--- src/rtl/seg7_pkg.sv ---
// Shared definitions for the multiplexed 7-segment scan controller.
package seg7_pkg;

  // Segment pattern {a,b,c,d,e,f,g} for a dark digit (active-high).
  localparam logic [6:0] SEG_BLANK = 7'b0000000;

  // Counter width able to hold 0..n-1, never narrower than one bit.
  function automatic int dig_w(input int n);
    return (n <= 1) ? 1 : $clog2(n);
  endfunction

  // Code -> segment table. Without hex, 10-14 fall back to '0' and 15 is dark.
  function automatic logic [6:0] seg_of(input logic [3:0] code, input logic hex_en);
    logic [6:0] s;
    case (code)
      4'h0:    s = 7'b1111110;
      4'h1:    s = 7'b0110000;
      4'h2:    s = 7'b1101101;
      4'h3:    s = 7'b1111001;
      4'h4:    s = 7'b0110011;
      4'h5:    s = 7'b1011011;
      4'h6:    s = 7'b1011111;
      4'h7:    s = 7'b1110000;
      4'h8:    s = 7'b1111111;
      4'h9:    s = 7'b1111011;
      4'hA:    s = hex_en ? 7'b1110111 : 7'b1111110;
      4'hB:    s = hex_en ? 7'b0011111 : 7'b1111110;
      4'hC:    s = hex_en ? 7'b1001110 : 7'b1111110;
      4'hD:    s = hex_en ? 7'b0111101 : 7'b1111110;
      4'hE:    s = hex_en ? 7'b1001111 : 7'b1111110;
      default: s = hex_en ? 7'b1000111 : SEG_BLANK;
    endcase
    return s;
  endfunction

endpackage

--- src/rtl/seg7_decode.sv ---
// Combinational digit-code to active-high segment decoder.
module seg7_decode
  import seg7_pkg::*;
(
  input  logic [3:0] code,
  input  logic       hex_en,
  output logic [6:0] seg
);

  // Pure table lookup; blanking decisions live in the scan controller.
  always_comb begin
    seg = seg_of(code, hex_en);
  end

endmodule

--- src/rtl/seg7_scan_ctrl.sv ---
// Multiplexed 7-segment scan controller: prescaled digit scan, frame-latched
// inputs, leading-zero suppression, per-digit blink, brightness PWM, and
// output polarity selection applied only at the output registers.
module seg7_scan_ctrl
  import seg7_pkg::*;
#(
  parameter int NUM_DIG      = 4,
  parameter int DIV_W        = 16,
  parameter int BR_W         = 3,
  parameter int BLINK_FRAMES = 96,
  parameter bit HEX_EN       = 1'b0,
  parameter bit SEG_ACT_LOW  = 1'b0,
  parameter bit SCAN_ACT_LOW = 1'b0
) (
  input  logic                 clk,
  input  logic                 reset,
  input  logic                 disp_en,
  input  logic [4*NUM_DIG-1:0] digits,
  input  logic [NUM_DIG-1:0]   dp_in,
  input  logic [NUM_DIG-1:0]   blink_mask,
  input  logic                 lz_en,
  input  logic [BR_W-1:0]      brightness,
  output logic [NUM_DIG-1:0]   scan,
  output logic [6:0]           display,
  output logic                 dp,
  output logic                 frame_tick
);

  localparam int                 DIG_W    = dig_w(NUM_DIG);
  localparam int                 BLK_W    = dig_w(BLINK_FRAMES);
  localparam logic [DIG_W-1:0]   IDX_MAX  = DIG_W'(NUM_DIG - 1);
  localparam logic [BLK_W-1:0]   BLK_MAX  = BLK_W'(BLINK_FRAMES - 1);
  localparam logic [NUM_DIG-1:0] SCAN_OFF = {NUM_DIG{SCAN_ACT_LOW}};
  localparam logic [6:0]         SEG_OFF  = {7{SEG_ACT_LOW}};

  logic [DIV_W-1:0]     pre_q, pre_d;
  logic [DIG_W-1:0]     idx_q, idx_d;
  logic [BLK_W-1:0]     blink_cnt_q, blink_cnt_d;
  logic                 blink_on_q, blink_on_d;
  logic [4*NUM_DIG-1:0] digits_s_q, digits_s_d;
  logic [NUM_DIG-1:0]   dp_s_q, dp_s_d;
  logic [NUM_DIG-1:0]   blink_s_q, blink_s_d;
  logic                 lz_s_q, lz_s_d;
  logic [NUM_DIG-1:0]   scan_q, scan_d;
  logic [6:0]           display_q, display_d;
  logic                 dp_q, dp_d;
  logic                 frame_tick_q, frame_tick_d;

  logic                 slot_end, frame_end;
  logic [3:0]           code;
  logic [6:0]           seg_dec;
  logic                 lz_blank, blank, lit, dp_act;
  logic [NUM_DIG-1:0]   scan_act;
  logic [6:0]           seg_act;

  seg7_decode u_decode (
    .code   (code),
    .hex_en (HEX_EN),
    .seg    (seg_dec)
  );

  // Timebase: prescaler, MSD-first digit index, frame-boundary shadow latch and blink phase.
  always_comb begin
    slot_end     = &pre_q;
    frame_end    = slot_end && (idx_q == '0);
    pre_d        = pre_q + 1'b1;
    idx_d        = idx_q;
    blink_cnt_d  = blink_cnt_q;
    blink_on_d   = blink_on_q;
    digits_s_d   = digits_s_q;
    dp_s_d       = dp_s_q;
    blink_s_d    = blink_s_q;
    lz_s_d       = lz_s_q;
    frame_tick_d = frame_end;
    if (slot_end) begin
      idx_d = (idx_q == '0) ? IDX_MAX : idx_q - 1'b1;
    end
    if (frame_end) begin
      // Inputs become visible only at the start of a frame, so a frame never tears.
      digits_s_d = digits;
      dp_s_d     = dp_in;
      blink_s_d  = blink_mask;
      lz_s_d     = lz_en;
      if (blink_cnt_q == BLK_MAX) begin
        blink_cnt_d = '0;
        blink_on_d  = ~blink_on_q;
      end else begin
        blink_cnt_d = blink_cnt_q + 1'b1;
      end
    end
  end

  // Current-digit blanking, PWM gating and polarity of the next output word.
  always_comb begin
    code     = digits_s_q[{idx_q, 2'b00} +: 4];
    // A digit is a leading zero when it and every more-significant digit are zero.
    lz_blank = lz_s_q && (idx_q != '0);
    for (int j = 0; j < NUM_DIG; j++) begin
      if ((DIG_W'(j) >= idx_q) && (digits_s_q[4*j +: 4] != 4'd0)) begin
        lz_blank = 1'b0;
      end
    end
    blank    = !disp_en || (blink_s_q[idx_q] && !blink_on_q) || lz_blank ||
               (!HEX_EN && (code == 4'hF));
    // Top prescaler bits act as the PWM ramp; the unlit tail guards against ghosting.
    lit      = pre_q[DIV_W-1 -: BR_W] < brightness;
    scan_act = '0;
    if (lit) begin
      scan_act[idx_q] = 1'b1;
    end
    seg_act   = blank ? SEG_BLANK : seg_dec;
    dp_act    = !blank && dp_s_q[idx_q];
    scan_d    = scan_act ^ SCAN_OFF;
    display_d = seg_act ^ SEG_OFF;
    dp_d      = dp_act ^ SEG_ACT_LOW;
  end

  // State and output registers; reset darkens the panel on the next edge.
  always_ff @(posedge clk) begin
    if (reset) begin
      pre_q        <= '0;
      idx_q        <= IDX_MAX;
      blink_cnt_q  <= '0;
      blink_on_q   <= 1'b1;
      digits_s_q   <= '0;
      dp_s_q       <= '0;
      blink_s_q    <= '0;
      lz_s_q       <= 1'b0;
      scan_q       <= SCAN_OFF;
      display_q    <= SEG_OFF;
      dp_q         <= SEG_ACT_LOW;
      frame_tick_q <= 1'b0;
    end else begin
      pre_q        <= pre_d;
      idx_q        <= idx_d;
      blink_cnt_q  <= blink_cnt_d;
      blink_on_q   <= blink_on_d;
      digits_s_q   <= digits_s_d;
      dp_s_q       <= dp_s_d;
      blink_s_q    <= blink_s_d;
      lz_s_q       <= lz_s_d;
      scan_q       <= scan_d;
      display_q    <= display_d;
      dp_q         <= dp_d;
      frame_tick_q <= frame_tick_d;
    end
  end

  assign scan       = scan_q;
  assign display    = display_q;
  assign dp         = dp_q;
  assign frame_tick = frame_tick_q;

endmodule

--- config.mk ---
export PLATFORM = sky130hd
export DESIGN_NAME = seg7_scan_ctrl
export DESIGN_NICKNAME = d
export VERILOG_FILES = /design/src/rtl/seg7_pkg.sv /design/src/rtl/seg7_decode.sv /design/src/rtl/seg7_scan_ctrl.sv
export SDC_FILE = /design/constraint.sdc
export NUM_CORES = 1
export LEC_CHECK = 0
export ABC_AREA = 0
export CORE_MARGIN = 5
export CORE_UTILIZATION = 43
export DETAILED_ROUTE_END_ITERATION = 6
export PLACE_DENSITY = 0.63
export SLEW_MARGIN = 30
export SYNTH_ARGS = -nofsm -noshare
export SYNTH_HDL_FRONTEND = slang
export SYNTH_SLANG_ARGS = --single-unit
export TNS_END_PERCENT = 10
--- constraint.sdc ---
create_clock -name clk -period 2.21 [get_ports clk]
set_input_delay 0.442 -clock clk [delete_from_list [all_inputs] [get_ports clk]]
set_output_delay 0.442 -clock clk [all_outputs]
set_load 0.005 [all_outputs]
==> impl_results.md <==
* First-pass GRT wire length at around 11 mm
* Final hold vios at 0
* Total core area at ~0.0069 mm^2
* Clock share of power at 46.5%
* Total power at roughly 2.4 mW
* CP required at around 2400 ps
* P&R area growth vs syn at 24.9%
* Vias at ~2400
* Tmin final at 1940 ps
* Initial antenna violation count at 0
* Max_slew headroom at a little under three quarters
* Number of max-cap violations at 0
* Synth Instances at approximately 330
* Clk Latency, worst-skew pair at 350 ps
* Pre-Repair DR Iteration Count at 4
* Setup violators final at 0
* Synthesized cell area at a little over 0.003 mm^2
* Pin count of the biggest net entering global routing at 32
* Hold depth at 1
* Chip width at ~94 um
* CTS Buf Count at 9
* Final WL at 6.16 mm
* Worst Hold Class: register to register
* Status: completed
* TritonCTS clock tree: yes
* GP Congestion at slightly below 0.8
* Leak at roughly 1.4 nW
* Initial Util at 44.5%
* Yosys Warn Count at 0
* Gr usage total at between 15 and 20%
* Crit path DAT at around 2200 ps
* GR Layer Usage met2 at between 20% and 30%
* IO Pins at 44
* Die area at slightly below 0.009 mm^2
* Final nets at roughly 410
* Worst reg2reg path depth at 5
* Hold Buf Count CTS at 0
* IO buf count at between 40 and 50
* Unrepaired setup endpoints after global routing: false
* Max incr delay on CP at 500 ps
* Hold Path End: pre_q[0]
* Clock sinks at between 60 and 70
* Crit. End Element: register
* Ys async rst share at 0%
* Vias in the first global route at approximately 2300
* Sw Share at 21.5%
* Synthesized flop and latch total at 64
* Crit Path Max Fanout at 5
* DRC at 0
* Clk slew on worst S/H paths at 70 ps
* Comb power frac at 5.5%
* Final Max Tran Viols at 0
* PwrDens at around 640 mW/mm^2
* Antenna cell count at 0
* Busiest layer in global routing: met1
* Number of synthesized flops with an enable pin at 0
* Final TNS setup at 0 ps
* HP Start: pre_q[0]
* Peak VDD IR at 0.279 mV
* Delay-heaviest family, CP: simple AND/OR/NAND/NOR gates
* Synth Flop Type: dfxtp_1
* Register area share after synthesis at a little over two fifths
* Critical Path Source: blink_cnt_q[0]
* CP startpoint kind: register
* DP Wirelength at approximately 4.4 mm
* Die Height at roughly 94 um
* Psw at between 0.5 and 0.6 mW
* Met1 Track Usage GR at a little over a fifth
* H-tree depth at 3
* Internal power at between 1.5 and 2 mW
* Iter 0 DRT Violations at between 40 and 50
* Reg2reg start: blink_cnt_q[0]
* Post-synth cell types at between 50 and 60
* # rows at 30
* CTS root buf: clkbuf_8
* R2r endpoint: blink_cnt_q[3]
* Max Fclk at around 520 MHz
* Setup Crit Path Kind: register to register
* Syn Nets at about 370
* GRT overflow at 0
* Critical path buffers and inverters at 0
* Fin crit share at between 80 and 90%
* Final ANT Viol Nets at 0
* Reg power frac at between 40% and 50%
* Critical path, cell by cell: ha_1, nand4_1, or3b_2, a2111oi_0, o2bb2ai_1
* Final Skew at about 11 ps
* Fraction of layout cells with a size suffix above 1 at between 10% and 20%
* Crit-path slowest cell: or3b_2
* Met3 usage at under 10%
* WL per Instance at roughly 13 um
* FF-to-FF setup slack at 270 ps
* Average vias per placed instance at between 5 and 6
* Synth Area per Inst at around 9.3 um^2
* CTS Buffer Depth at 2
* Worst-margin pin slew at roughly 410 ps
-- final cells by class --
cell class / instances / area, um^2
clock buffer: 10 / 138
inverter: 12 / 45.0
fill: 630 / 3050
tap: 96 / 120
multi-input combinational: 232 / 1620
sequential: 64 / 1280
clock inverter: 6 / 92.6
timing repair buffer: 54 / 526
-- power by group through the flow --
stage	Sequential [mW]	Combinational [mW]	Clock [mW]
floorplan	1.20	0.0506	0
global placement	1.20	0.134	0
detailed placement	1.20	0.134	0
CTS	1.17	0.135	1.16
global route	1.17	0.147	1.22
finish	1.17	0.134	1.13
-- worst max-delay path by stage --
stage          cells past startpoint             end  slack (ps)
3_3_place_gp                       6      display[0]         310
6_report                           5  blink_cnt_q[3]         270
4_1_cts                            6      display[6]         220
5_1_grt                            5       dp_s_q[1]         100
2_1_floorplan                      6      display[0]         450
3_5_place_dp                       6      display[6]         230
-- sequential cells by signal (all words and copies together), names as in the netlist --
register and count:
dp 1, display 7, blink_on_q 1, idx_q 2, scan 4, blink_s_q 4, dp_s_q 4, blink_cnt_q 7
pre_q 16, lz_s_q 1, digits_s_q 16, frame_tick 1
-- cell usage after synthesis (3+ instances only) --
master / instances / area, um^2
dfxtp_1: 64 / 1280
nand2_1: 62 / 233
mux2i_1: 31 / 310
nor2_1: 20 / 75.1
inv_1: 12 / 45.0
ha_1: 9 / 113
nor2b_1: 9 / 56.3
xor2_1: 9 / 78.8
a21oi_1: 8 / 40.0
nand3_1: 8 / 40.0
nor4_1: 8 / 50.1
clkbuf_1: 7 / 26.3
nand4_1: 7 / 43.8
nor3_1: 7 / 35.0
mux4_2: 5 / 113
buf_2: 4 / 20.0
buf_6: 4 / 45.0
and3_1: 3 / 18.8
buf_4: 3 / 22.5
o21ai_0: 3 / 15.0
o31ai_1: 3 / 22.5
or3_1: 3 / 18.8
or4_1: 3 / 22.5
-- repair_timing --
item	CTS	global route
endpoints found under the setup margin	0	8
hold endpoints to repair	0	0
gates resized for setup	0	1
setup buffers	0	0
-- layer usage --
layer	wire [um]	vias to the layer above	share of wire, %
li1	-	1239	-
met1	3140	1092	51
met2	2580	57	42
met3	293	14	4.8
met4	138	0	2.2
met5	0	-	0
-- logic make-up after synthesis --
logic type	Yosys count	share of synthesized area, %
AOI/OAI and AO/OA	28	6.47
xor gates and xnor gates	11	3.77
adders and majority gates	9	3.68
buffers and inverters	32	5.44
DFF	64	41.9
muxes	39	15.4
and+or+nand+nor	145	23.3
-- worst reg2reg max path: stages, from the launching register on --
cell	delay [ps]
dfxtp_1	410
ha_1	230
nand4_1	160
or3b_2	500
a2111oi_0	420
o2bb2ai_1	100
-- layout by cell type, fill, tap and decap left out, types with 3 or more instances in the layout --
cell	n
and3_1	3
or4_1	3
xor2_1	9
clkbuf_8	10
mux4_2	5
nor2b_1	9
o31ai_1	3
o21ai_0	3
buf_4	10
nand2_1	62
or3_1	3
nor3_1	7
nor2_1	20
nor4_1	8
clkdlybuf4s50_1	43
dfxtp_1	63
mux2i_1	31
nand3_1	8
ha_1	9
nand4_1	7
inv_1	12
a21oi_1	8
-- metrics by stage --
step	util, %	std cells	hold slack, ps	setup WS, ps	cell area (um^2)
floorplan	-	328	413	450	3060
global placement	52.2	458	426	310	3590
detailed placement	52.2	458	436	234	3590
CTS	55.6	474	451	219	3820
global route	55.6	474	464	102	3820
finish	55.6	474	450	275	3820
Power figures use the tool's default switching activity.
